$ cat src/rtl/mem_arbiter_if.sv
// Bundle of CPU-side, device-side and memory-side signals for mem_arbiter.
// The slave modport is the arbiter's view; the master modport is the view
// of whatever drives the requests and models the memory.
interface mem_arbiter_if;
    logic        cpu_rd;
    logic        cpu_wr;
    logic        cpu_byt;
    logic [15:0] cpu_addr;
    logic [15:0] cpu_wdata;
    logic [15:0] cpu_rdata;
    logic        cpu_ack;
    logic        cpu_stall;

    logic        dev_req;
    logic        dev_we;
    logic        dev_byt;
    logic [15:0] dev_addr;
    logic [15:0] dev_wdata;
    logic [15:0] dev_rdata;
    logic        dev_ack;
    logic        dev_gnt;

    logic [15:0] mem_addr;
    logic [15:0] mem_wdata;
    logic        mem_rd;
    logic        mem_wr;
    logic        mem_byt;
    logic [15:0] mem_rdata;

    modport slave (
        input  cpu_rd, cpu_wr, cpu_byt, cpu_addr, cpu_wdata,
        output cpu_rdata, cpu_ack, cpu_stall,
        input  dev_req, dev_we, dev_byt, dev_addr, dev_wdata,
        output dev_rdata, dev_ack, dev_gnt,
        output mem_addr, mem_wdata, mem_rd, mem_wr, mem_byt,
        input  mem_rdata
    );

    modport master (
        output cpu_rd, cpu_wr, cpu_byt, cpu_addr, cpu_wdata,
        input  cpu_rdata, cpu_ack, cpu_stall,
        output dev_req, dev_we, dev_byt, dev_addr, dev_wdata,
        input  dev_rdata, dev_ack, dev_gnt,
        input  mem_addr, mem_wdata, mem_rd, mem_wr, mem_byt,
        output mem_rdata
    );
endinterface

$ cat src/rtl/mem_arbiter.sv
// Two-requester (CPU / device) arbiter in front of a single memory port.
// One access at a time: latch the winner's request, hold the memory strobe
// for WAIT_CYCLES+1 cycles, capture read data, pulse the owner's ack.
// Optional feature: define MEM_ARBITER_RR_EN for round-robin tie breaking;
// without it the CPU always wins a tie.
module mem_arbiter #(
    parameter int unsigned WAIT_CYCLES = 1
) (
    input  logic          clk,
    input  logic          rst_n,
    mem_arbiter_if.slave  bus
);

    localparam logic [3:0] WAIT_INIT = 4'(WAIT_CYCLES);
    localparam logic       OWN_CPU   = 1'b0;

    typedef enum logic {IDLE, ACCESS} state_t;

    state_t      state_reg, state_next;
    logic        owner_reg;          // 0 = CPU, 1 = device
    logic [3:0]  cnt_reg;
    logic [15:0] addr_reg;
    logic [15:0] wdata_reg;
    logic        byt_reg;
    logic        wr_reg;
    logic        ack_reg   [2];      // indexed by owner
    logic [15:0] rdata_reg [2];      // indexed by owner

    logic [1:0]  eligible;           // {dev, cpu}
    logic        grant;
    logic        winner;
    logic        done;

    // A requester that is being acked this cycle is not eligible, so a held
    // level request is not granted again on its own ack cycle.
    assign eligible = {bus.dev_req & ~ack_reg[1],
                       (bus.cpu_rd | bus.cpu_wr) & ~ack_reg[0]};
    assign grant    = (state_reg == IDLE) && (eligible != 2'b00);
    assign done     = (state_reg == ACCESS) && (cnt_reg == 4'd0);

`ifdef MEM_ARBITER_RR_EN
    logic last_reg;                  // owner of the most recent grant

    // Remember who won the last grant so a tie goes to the other side.
    always_ff @(posedge clk or negedge rst_n) begin
        if (!rst_n) begin
            last_reg <= 1'b1;
        end else if (grant) begin
            last_reg <= winner;
        end
    end

    assign winner = (eligible == 2'b11) ? ~last_reg : eligible[1];
`else
    // CPU has fixed priority; the device wins only when the CPU is not eligible.
    assign winner = ~eligible[0];
`endif

    // State register.
    always_ff @(posedge clk or negedge rst_n) begin
        if (!rst_n) begin
            state_reg <= IDLE;
        end else begin
            state_reg <= state_next;
        end
    end

    // Next-state logic: an access never aborts once started.
    always_comb begin
        state_next = state_reg;
        case (state_reg)
            IDLE:    if (grant) state_next = ACCESS;
            ACCESS:  if (cnt_reg == 4'd0) state_next = IDLE;
            default: state_next = IDLE;
        endcase
    end

    // Latch the winning request and run the wait counter.
    always_ff @(posedge clk or negedge rst_n) begin
        if (!rst_n) begin
            owner_reg <= OWN_CPU;
            cnt_reg   <= 4'd0;
            addr_reg  <= 16'h0000;
            wdata_reg <= 16'h0000;
            byt_reg   <= 1'b0;
            wr_reg    <= 1'b0;
        end else if (grant) begin
            owner_reg <= winner;
            cnt_reg   <= WAIT_INIT;
            addr_reg  <= winner ? bus.dev_addr  : bus.cpu_addr;
            wdata_reg <= winner ? bus.dev_wdata : bus.cpu_wdata;
            byt_reg   <= winner ? bus.dev_byt   : bus.cpu_byt;
            wr_reg    <= winner ? bus.dev_we    : bus.cpu_wr;
        end else if ((state_reg == ACCESS) && (cnt_reg != 4'd0)) begin
            cnt_reg <= cnt_reg - 4'd1;
        end
    end

    // Per-owner completion pulse and read-data holding register.
    for (genvar gi = 0; gi < 2; gi++) begin : g_owner
        localparam logic ID = 1'(gi);

        // Ack pulses the cycle after the final access cycle; reads update rdata.
        always_ff @(posedge clk or negedge rst_n) begin
            if (!rst_n) begin
                ack_reg[gi]   <= 1'b0;
                rdata_reg[gi] <= 16'h0000;
            end else begin
                ack_reg[gi] <= done && (owner_reg == ID);
                if (done && (owner_reg == ID) && !wr_reg) begin
                    rdata_reg[gi] <= bus.mem_rdata;
                end
            end
        end
    end

    // Outputs: memory strobes only while accessing, everything else from registers.
    always_comb begin
        bus.mem_rd    = 1'b0;
        bus.mem_wr    = 1'b0;
        if (state_reg == ACCESS) begin
            bus.mem_rd = ~wr_reg;
            bus.mem_wr = wr_reg;
        end
        bus.mem_addr  = addr_reg;
        bus.mem_wdata = wdata_reg;
        bus.mem_byt   = byt_reg;
        bus.cpu_ack   = ack_reg[0];
        bus.dev_ack   = ack_reg[1];
        bus.cpu_rdata = rdata_reg[0];
        bus.dev_rdata = rdata_reg[1];
        bus.cpu_stall = (bus.cpu_rd | bus.cpu_wr) & ~ack_reg[0];
        bus.dev_gnt   = (state_reg == ACCESS) && owner_reg;
    end

endmodule

$ cat src/flat_wrapper.sv
// flat-port wrapper written by rule: the top's interface ports become plain ports
module mem_arbiter_flat 
#(
    parameter int unsigned WAIT_CYCLES = 1
)
  (clk, rst_n, bus_cpu_rd, bus_cpu_wr, bus_cpu_byt, bus_cpu_addr, bus_cpu_wdata, bus_cpu_rdata, bus_cpu_ack, bus_cpu_stall, bus_dev_req, bus_dev_we, bus_dev_byt, bus_dev_addr, bus_dev_wdata, bus_dev_rdata, bus_dev_ack, bus_dev_gnt, bus_mem_addr, bus_mem_wdata, bus_mem_rd, bus_mem_wr, bus_mem_byt, bus_mem_rdata);
  mem_arbiter_if bus_i ();
  input  logic clk;
  input  logic rst_n;
  input wire logic [$bits(bus_i.cpu_rd)-1:0] bus_cpu_rd;
  input wire logic [$bits(bus_i.cpu_wr)-1:0] bus_cpu_wr;
  input wire logic [$bits(bus_i.cpu_byt)-1:0] bus_cpu_byt;
  input wire logic [$bits(bus_i.cpu_addr)-1:0] bus_cpu_addr;
  input wire logic [$bits(bus_i.cpu_wdata)-1:0] bus_cpu_wdata;
  output wire logic [$bits(bus_i.cpu_rdata)-1:0] bus_cpu_rdata;
  output wire logic [$bits(bus_i.cpu_ack)-1:0] bus_cpu_ack;
  output wire logic [$bits(bus_i.cpu_stall)-1:0] bus_cpu_stall;
  input wire logic [$bits(bus_i.dev_req)-1:0] bus_dev_req;
  input wire logic [$bits(bus_i.dev_we)-1:0] bus_dev_we;
  input wire logic [$bits(bus_i.dev_byt)-1:0] bus_dev_byt;
  input wire logic [$bits(bus_i.dev_addr)-1:0] bus_dev_addr;
  input wire logic [$bits(bus_i.dev_wdata)-1:0] bus_dev_wdata;
  output wire logic [$bits(bus_i.dev_rdata)-1:0] bus_dev_rdata;
  output wire logic [$bits(bus_i.dev_ack)-1:0] bus_dev_ack;
  output wire logic [$bits(bus_i.dev_gnt)-1:0] bus_dev_gnt;
  output wire logic [$bits(bus_i.mem_addr)-1:0] bus_mem_addr;
  output wire logic [$bits(bus_i.mem_wdata)-1:0] bus_mem_wdata;
  output wire logic [$bits(bus_i.mem_rd)-1:0] bus_mem_rd;
  output wire logic [$bits(bus_i.mem_wr)-1:0] bus_mem_wr;
  output wire logic [$bits(bus_i.mem_byt)-1:0] bus_mem_byt;
  input wire logic [$bits(bus_i.mem_rdata)-1:0] bus_mem_rdata;
  assign bus_i.cpu_rd = bus_cpu_rd;
  assign bus_i.cpu_wr = bus_cpu_wr;
  assign bus_i.cpu_byt = bus_cpu_byt;
  assign bus_i.cpu_addr = bus_cpu_addr;
  assign bus_i.cpu_wdata = bus_cpu_wdata;
  assign bus_cpu_rdata = bus_i.cpu_rdata;
  assign bus_cpu_ack = bus_i.cpu_ack;
  assign bus_cpu_stall = bus_i.cpu_stall;
  assign bus_i.dev_req = bus_dev_req;
  assign bus_i.dev_we = bus_dev_we;
  assign bus_i.dev_byt = bus_dev_byt;
  assign bus_i.dev_addr = bus_dev_addr;
  assign bus_i.dev_wdata = bus_dev_wdata;
  assign bus_dev_rdata = bus_i.dev_rdata;
  assign bus_dev_ack = bus_i.dev_ack;
  assign bus_dev_gnt = bus_i.dev_gnt;
  assign bus_mem_addr = bus_i.mem_addr;
  assign bus_mem_wdata = bus_i.mem_wdata;
  assign bus_mem_rd = bus_i.mem_rd;
  assign bus_mem_wr = bus_i.mem_wr;
  assign bus_mem_byt = bus_i.mem_byt;
  assign bus_i.mem_rdata = bus_mem_rdata;
  mem_arbiter #(.WAIT_CYCLES(WAIT_CYCLES)) u_core (.clk(clk), .rst_n(rst_n), .bus(bus_i));
endmodule
$ cat config.mk
export PLATFORM = sky130hd
export DESIGN_NAME = mem_arbiter_flat
export DESIGN_NICKNAME = d
export VERILOG_FILES = /design/src/rtl/mem_arbiter_if.sv /design/src/rtl/mem_arbiter.sv /design/src/flat_wrapper.sv
export SDC_FILE = /design/constraint.sdc
export NUM_CORES = 1
export LEC_CHECK = 0
export BUFFER_PORTS_ARGS = -buffer_cell sky130_fd_sc_hd__buf_2
export CAP_MARGIN = 20
export CELL_PAD_IN_SITES_DETAIL_PLACEMENT = 1
export CELL_PAD_IN_SITES_GLOBAL_PLACEMENT = 2
export CORE_ASPECT_RATIO = 1.5
export CORE_MARGIN = 4
export CORE_UTILIZATION = 28
export CTS_CLUSTER_DIAMETER = 120
export DETAILED_ROUTE_END_ITERATION = 12
export PLACE_DENSITY_LB_ADDON = 0.1
export REMOVE_ABC_BUFFERS = 1
export SLEW_MARGIN = 20
export SYNTH_ARGS = -nofsm -noshare
export SYNTH_HDL_FRONTEND = slang
export SYNTH_SLANG_ARGS = --single-unit
export TNS_END_PERCENT = 50
$ cat constraint.sdc
create_clock -name clk -period 2.9 [get_ports clk]
set_input_delay 0.435 -clock clk [delete_from_list [all_inputs] [get_ports clk]]
set_output_delay 0.435 -clock clk [all_outputs]
set_load 0.01 [all_outputs]
# ---- Word level (Yosys, flattened, before mapping)
# Index checks and enable logic that the tools add are counted.
# W data, S select, Z words.
dict set report classes {
  n_mux 11
  bitwise_logic 9
  reduce_logical 13
  addsub 1
}
# cell n
set ops {}
lappend ops {{$mux W16} 2}
lappend ops {{$logic_and A1 B1 Y1} 8}
lappend ops {{$mux W4} 2}
lappend ops {{$mux W1} 6}
lappend ops {{$not A1 Y1} 6}
lappend ops {{$logic_not A4 Y1} 1}
lappend ops {{$reduce_bool A2 Y1} 2}
lappend ops {{$reduce_bool A4 Y1} 1}
lappend ops {{$sub A4 B1 Y4 const B} 1}
lappend ops {{$and A1 B1 Y1} 2}
lappend ops {{$pmux W1 S2} 1}
lappend ops {{$logic_not A1 Y1} 1}
lappend ops {{$or A1 B1 Y1} 1}
dict set report word_totals {
  reg_bits 74
  inputBits 88
  elab_cells 45
}

# ---- Logic depth before layout (Yosys ltp)
# Gate-level depths: netlist of run 1.
dict set report depth {
  depth_word 6
  ltp_mapped 8
}

# ---- Worst setup path after synthesis of run 1
# OpenSTA, ideal clock, no wires.
dict set report synth_timing {
  path_kind {reg2reg}
  startpoint {register u_core.cnt_reg[1]}
  endpoint {register u_core.rdata_reg, in the netlist u_core.bus.cpu_rdata[10]}
  period_less_slack_ps 2206
  required_ps 2775
  n_path_buf 3
  path_stages_with_launch 9
  arrival_ps 2081
  slack_ps 694
  setup_time_ps 125
  path_cell_list {dfrtp_1 > inv_1 > ha_1 > or3b_1 > buf_6 > or4_4 > buf_6 > buf_12 > mux2_4}
}
dict set report synth_via {
  elab_chain_cells 4
}
# element line_no
set synth_lines {}
lappend synth_lines {{start: declaration} mem_arbiter.sv:21} ;# logic [3:0] cnt_reg;
lappend synth_lines {{start signal: assignment} mem_arbiter.sv:95} ;# cnt_reg <= cnt_reg - 4'd1;
lappend synth_lines {{$logic_not A4 Y1} mem_arbiter.sv:39} ;# assign done = (state_reg == ACCESS) && (cnt_reg == 4'd0);
lappend synth_lines {{$logic_and A1 B1 Y1} mem_arbiter.sv:39}
lappend synth_lines {{$logic_and A1 B1 Y1 (2 in series)} mem_arbiter.sv:110} ;# if (done && (owner_reg == ID) && !wr_reg) begin
lappend synth_lines {{end signal: indexed assignment} mem_arbiter.sv:111} ;# rdata_reg[gi] <= bus.mem_rdata;
lappend synth_lines {{end: declaration} mem_arbiter.sv:27} ;# logic [15:0] rdata_reg [2];
# Every way passes these cells.
# A chain may end at the register's enable or synchronous reset.

# ---- Worst setup path after layout of run 1
dict set report layout_timing {
  startpoint {register u_core.cnt_reg[1]}
  endpoint {register u_core.rdata_reg, in the netlist u_core.bus.cpu_rdata[7]}
}
# Same word-level chain as after synthesis.

==> flow_metrics.py, run 1 <==
metrics = {
    "floorplanning": {
        "core-area_um2": 11110,
        "rows": 47,
        "start_util_pct": 28.73,
        "die_w_um": 95.19,
        "dieHeight_um": 138.8,
        "die_area_um2": 13210,
        "io_pins": 159,
    },
    "grt": {
        "grt_max_degree": 75,
        "grt_pass1_vias": 2891,
        "track_usage_pct": 14.86,
        "grt_pass1_wl_um": 15050,
        "grt_overflow": 0,
        "grt_antenna_before_repair": 1,
    },
    "cells_and_area": {
        "final_nets": 476,
        "final_cells": 540,
        "fin_util_pct": 39.93,
        "fillers": 1241,
        "ff_latch_area_um2": 1852,
        "final_cell_area_um2": 4438,
        "syn_to_final_growth_pct": 38.99,
        "layout-drive-gt1-share_pct": 63.78,
        "multiInputGateArea_um2": 1227,
    },
    "run": {
        "maxCapViolCount": 0,
    },
    "synth": {
        "synth_area_leaders": "dfrtp_1 58%, o221a_2 12%, mux2_2 7.8%",
        "post-synth-top-area-cell": "dfrtp_1",
        "netlist.area_leader.share_pct": 57.99,
        "synth-seq-cells": 74,
        "synth_edf_count": 0,
        "synth_common_cells": "74 x dfrtp_1, 33 x o221a_2, 33 x or3_1",
        "ys.flop_type": "dfrtp_1",
        "synth_area_um2": 3193,
        "async_flop_share_pct": 100.0,
        "yosysMostFrequentCell": "dfrtp_1",
        "syn_avg_cell_area_um2": 13.82,
        "ys_seq_area_share_pct": 57.99,
        "synth_cell_types": 31,
        "yosysWarnings": 0,
        "synth_cells": 231,
    },
    "timing": {
        "post-route-period-util_pct": 79.66,
        "setup_viol": 0,
        "rsz0062_at_grt": "no",
        "worst_slew_pin_slew_ns": 0.9704,
        "tns_ns": 0,
        "timing.slew.headroom_pct": 35.30,
        "fin_skew_ns": 0.007255,
        "whs_ns": 0.2625,
        "fin_crit_ns": 2.310,
        "fmax_mhz": 432.9,
        "hold_viol_final": 0,
        "drv_slew": 0,
    },
    "critical_path": {
        "crit_type": "flop to flop",
        "crit_fanout": 16,
        "arrival_ns": 2.53,
        "rrSetupSlack_ns": 0.59,
        "required_ns": 3.12,
        "r2r_end": "u_core.bus.cpu_rdata[7]",
        "crit_path_end_kind": "flop",
        "worstRegToRegCells": 5,
        "r2r_start": "u_core.cnt_reg[1]",
        "critPathLaunch": "u_core.cnt_reg[1]",
        "cp-endpoint": "u_core.bus.cpu_rdata[7]",
        "cp-start-kind": "flop",
    },
    "power": {
        "pwr-share-comb_pct": 41.2,
        "power.density_nw_per_um2": 1124,
        "p_int_uw": 3275,
        "p_leak_uw": 0.002112,
        "switchingPower_uw": 1714,
        "seqPwrFrac_pct": 36.4,
        "peakVddDrop_v": 0.0002986,
        "swShare_pct": 34.36,
        "clkPwrFrac_pct": 22.4,
    },
    "placement": {
        "portBuffers": 158,
        "post-place-cells": 522,
        "placed_area_um2": 4113,
        "place_congestion": 0.7312,
        "dp_hpwl_um": 6717,
    },
    "clock_tree": {
        "postCtsHoldBufs": 0,
        "cts_buffer_depth": 2,
        "path_clk_slew_ns": 0.06,
        "cts_tree": "built",
        "clockRootBuffer": "clkbuf_16",
        "cts_inserted_buffers": 9,
        "h-tree-depth": 3,
        "clock-sinks": 74,
        "cts_setup_buffers": 0,
        "clkLatencyLatePin_ns": 0.34,
        "ctsResizeCount": 0,
    },
    "route": {
        "remaining_drc_errors": 0,
        "avgRoutedWirePerCell_um": 17.88,
        "drtAntennaViolNets": 0,
        "vias": 2613,
        "wirelength_um": 9654,
        "via_per_inst": 4.839,
        "first_pass_iters": 6,
        "dr.first_iter.drc_count": 66,
    },
    "run_status": {
        "status": "finished clean",
    },
    "min_path": {
        "worstHoldPathType": "input port to async pin",
    },
}
[cells in the final DEF (no fill, tap or decap), types with 2 or more instances in the layout]
master and count:
o21ai_0 2, clkbuf_16 9, mux2i_1 3, nor3_1 2, inv_1 6, mux2_2 22, nor2_1 5, dfrtp_1 74
buf_2 157, clkinv_2 2, clkinvlp_4 4, a32o_1 2, nand2b_1 2, o221a_2 33, nand3b_1 2, mux2_4 10
a21oi_1 2, buf_4 5, or3_1 33
[power by group through the flow]
stage | sequential (µW) | combinational, µW | clock, µW
floorplan | 2040 | 964 | 0
detailed placement | 1830 | 2070 | 0
finish | 1820 | 2060 | 1120
global placement | 1830 | 2030 | 0
CTS | 1820 | 2070 | 1150
global route | 1890 | 2260 | 1190
[cell families after synthesis]
kind of cell             after synthesis  share of synthesized area (%)
AO/OA/AOI/OAI                         44                          14.07
AND/OR/NAND/NOR                       52                          10.11
adder cells (fa/ha/maj)                1                         0.3918
buffers and inverters                 25                          4.036
flip-flops                            74                          57.99
multiplexers                          35                          13.40
[worst min path at each step]
stage,start,to,slack (ns),depth (start not counted)
finish,rst_n,u_core.bus.dev_rdata[1],0.26,1
global route,bus_mem_rdata[12],u_core.bus.cpu_rdata[12],0.33,2
CTS,rst_n,u_core.bus.dev_rdata[1],0.31,1
detailed placement,u_core.bus.cpu_rdata[3],u_core.bus.cpu_rdata[3],0.49,1
global placement,u_core.bus.cpu_rdata[3],u_core.bus.cpu_rdata[3],0.48,1
floorplan,rst_n,u_core.bus.cpu_ack,0.14,0
[critical path: stages (launching register included)]
cell and delay [ns]:
dfrtp_1 0.39, inv_1 0.10, ha_1 0.20, or3b_1 0.51, or4_4 0.63, mux2_4 0.35
[metrics by stage]
stage / power, µW / worst slack (ns)
after floorplan: 3004 / 0.06612
after global placement: 3862 / 0.6720
after detailed placement: 3903 / 0.6132
after CTS: 5039 / 0.6152
after global routing: 5339 / 0.4833
final: 4989 / 0.5900
[final cells by class]
class                           count  area share (%)
Sequential cell                    74           41.73
Multi-Input combinational cell    132           27.66
Timing Repair Buffer              163           19.17
Clock buffer                        9           5.075
Tap cell                          147           4.144
Clock inverter                      7           1.579
Inverter                            7          0.5920
Antenna cell                        1         0.05639
[layer usage]
metal / global-route usage, % / wire length, µm / part of all wire, %
met4: 6.920 / 217 / 2.2
met5: 0 / 0 / 0
met3: 4.669 / 791 / 8.2
met1: 18.00 / 4011 / 42
met2: 23.66 / 4634 / 48
Note: power is estimated with default switching activity, not from simulation.
==> run 2: changes to the inputs <==
==> constraint.sdc (replaced) <==
create_clock -name clk -period 2.4 [get_ports clk]
set_input_delay 0.36 -clock clk [delete_from_list [all_inputs] [get_ports clk]]
set_output_delay 0.36 -clock clk [all_outputs]
set_load 0.01 [all_outputs]
==> run 2 against run 1 <==
Via count decreased by 0.50%. Design area increased by 1.6%. Cell count increased by 0.93%. Routed wire length decreased by 0.37%. Critical endpoint is now u_core.bus.cpu_rdata[13]. Highest routed layer unchanged.
==> flow_metrics.py, run 2 (synthesis gave the netlist of run 1 again) <==
metrics = {
    "power": {
        "switchingPower_uw": 2067,
        "peakVddDrop_v": 0.0004014,
        "power.density_nw_per_um2": 1365,
        "seqPwrFrac_pct": 35.5,
        "p_leak_uw": 0.002157,
        "clkPwrFrac_pct": 23.8,
        "pwr-share-comb_pct": 40.7,
        "p_int_uw": 4088,
        "swShare_pct": 33.59,
    },
    "route": {
        "dr.first_iter.drc_count": 72,
        "vias": 2600,
        "via_per_inst": 4.771,
        "avgRoutedWirePerCell_um": 17.65,
        "first_pass_iters": 4,
        "wirelength_um": 9618,
        "remaining_drc_errors": 0,
        "drtAntennaViolNets": 0,
    },
    "clock_tree": {
        "cts_inserted_buffers": 9,
        "clockRootBuffer": "clkbuf_16",
        "cts_buffer_depth": 2,
        "ctsResizeCount": 0,
        "h-tree-depth": 3,
        "clock-sinks": 74,
        "cts_setup_buffers": 0,
        "postCtsHoldBufs": 1,
        "cts_tree": "built",
        "path_clk_slew_ns": 0.06,
        "clkLatencyLatePin_ns": 0.33,
    },
    "cells_and_area": {
        "layout-drive-gt1-share_pct": 63.98,
        "fin_util_pct": 40.58,
        "final_cells": 545,
        "syn_to_final_growth_pct": 41.26,
        "mostFrequentLayoutCells": "157 x buf_2, 74 x dfrtp_1, 33 x or3_1, 33 x o221a_2, 22 x mux2_2",
        "layout_commonest_cell": "buf_2",
        "final_nets": 481,
    },
    "critical_path": {
        "cp-start-kind": "flop",
        "crit_fanout": 16,
        "rrSetupSlack_ns": 0.30,
        "r2r_end": "u_core.bus.cpu_rdata[13]",
        "crit_path_end_kind": "flop",
        "r2r_start": "u_core.cnt_reg[0]",
        "crit_type": "flop to flop",
        "worstRegToRegCells": 5,
        "required_ns": 2.61,
        "cp-endpoint": "u_core.bus.cpu_rdata[13]",
        "critPathLaunch": "u_core.cnt_reg[0]",
        "arrival_ns": 2.31,
    },
    "timing": {
        "setup_ws_ns": 0.3020,
        "setup_viol": 0,
        "fin_skew_ns": 0.006949,
        "fin_crit_ns": 2.098,
        "rsz0062_at_grt": "no",
        "timing.slew.headroom_pct": 56.96,
        "hold_viol_final": 0,
        "drv_slew": 0,
        "worst_slew_pin_slew_ns": 0.6442,
        "post-route-period-util_pct": 87.42,
        "fmax_mhz": 476.6,
    },
    "placement": {
        "dp_hpwl_um": 7052,
        "portBuffers": 158,
        "place_congestion": 0.7060,
        "post-place-cells": 526,
        "post-place-ws_ns": 0.3011,
    },
    "floorplanning": {
        "die_w_um": 95.19,
        "core-area_um2": 11110,
        "start_util_pct": 28.73,
        "die_area_um2": 13210,
        "dieHeight_um": 138.8,
        "io_pins": 159,
        "rows": 47,
    },
    "grt": {
        "grt_overflow": 0,
        "track_usage_pct": 15.15,
        "grt_max_degree": 43,
        "grt_pass1_wl_um": 15460,
        "grt_pass1_vias": 2919,
        "grt_antenna_before_repair": 0,
    },
    "min_path": {
        "worstHoldPathType": "input port to flop",
    },
    "run": {
        "maxCapViolCount": 0,
    },
    "run_status": {
        "status": "finished clean",
    },
}
-- run 2: cell types whose count changed in the layout (fill, tap and decap cells not counted) --
cell and change:
buf_8 +1, clkinv_4 +3, dlygate4sd3_1 +1, inv_6 +1, clkinv_2 -2, buf_12 +1, buf_16 -1, bufinv_16 +1
clkinvlp_4 -3, buf_4 +3
-- run 2: worst min path at each step --
stage,slack (ns),depth (start not counted),endpoint,startpoint
4_1_cts,0.26,2,u_core.bus.cpu_rdata[0],bus_mem_rdata[0]
3_5_place_dp,0.35,1,u_core.bus.cpu_rdata[1],rst_n
5_1_grt,0.27,2,u_core.bus.cpu_rdata[13],bus_mem_rdata[13]
6_report,0.27,2,u_core.bus.cpu_rdata[10],bus_mem_rdata[10]
2_1_floorplan,0.06,0,u_core.bus.cpu_ack,rst_n
3_3_place_gp,0.34,1,u_core.bus.cpu_rdata[1],rst_n
-- run 2: per-stage QoR --
stage                     TNS (ns)  hold slack, ns  cell area [µm²]  total power [µW]
final                            0          0.2736             4511              6155
after detailed placement         0          0.3477             4155              4766
after CTS                        0          0.2622             4493              6263
after global routing             0          0.2659             4508              6599
after global placement           0          0.3445             4155              4711
after floorplan             -15.23         0.06441             3090              3630
-- run 2: power by group through the flow --
stage | Combinational (µW) | Sequential (µW) | Clock (µW)
3_3_place_gp | 2510 | 2200 | 0
5_1_grt | 2760 | 2270 | 1570
3_5_place_dp | 2560 | 2200 | 0
4_1_cts | 2550 | 2200 | 1510
6_report | 2510 | 2190 | 1460
2_1_floorplan | 1160 | 2470 | 0
-- run 2: area by class of cell --
class	count	area, µm²
inverters	7	26.28
fillers	1252	6604
clock buffers	9	225.2
multi-input cells	132	1227
diodes	1	2.502
well taps	147	183.9
clock inverters	7	102.6
flip-flops and latches	74	1852
repair buffers	168	890.9
-- run 2: worst max-delay path, cell delays in order (launching register included) --
cell	delay, ns
dfrtp_1	0.40
inv_1	0.07
ha_1	0.19
or3b_1	0.37
or4_4	0.60
mux2_4	0.35
-- run 2: layer usage --
metal  share of wire (%)  track usage [%]  up-vias
li1                    -                -     1202
met1                  41            17.77     1270
met2                  49            25.21      115
met3                 8.3            4.669       13
met4                 1.8            6.236        0
met5                   0                0        -
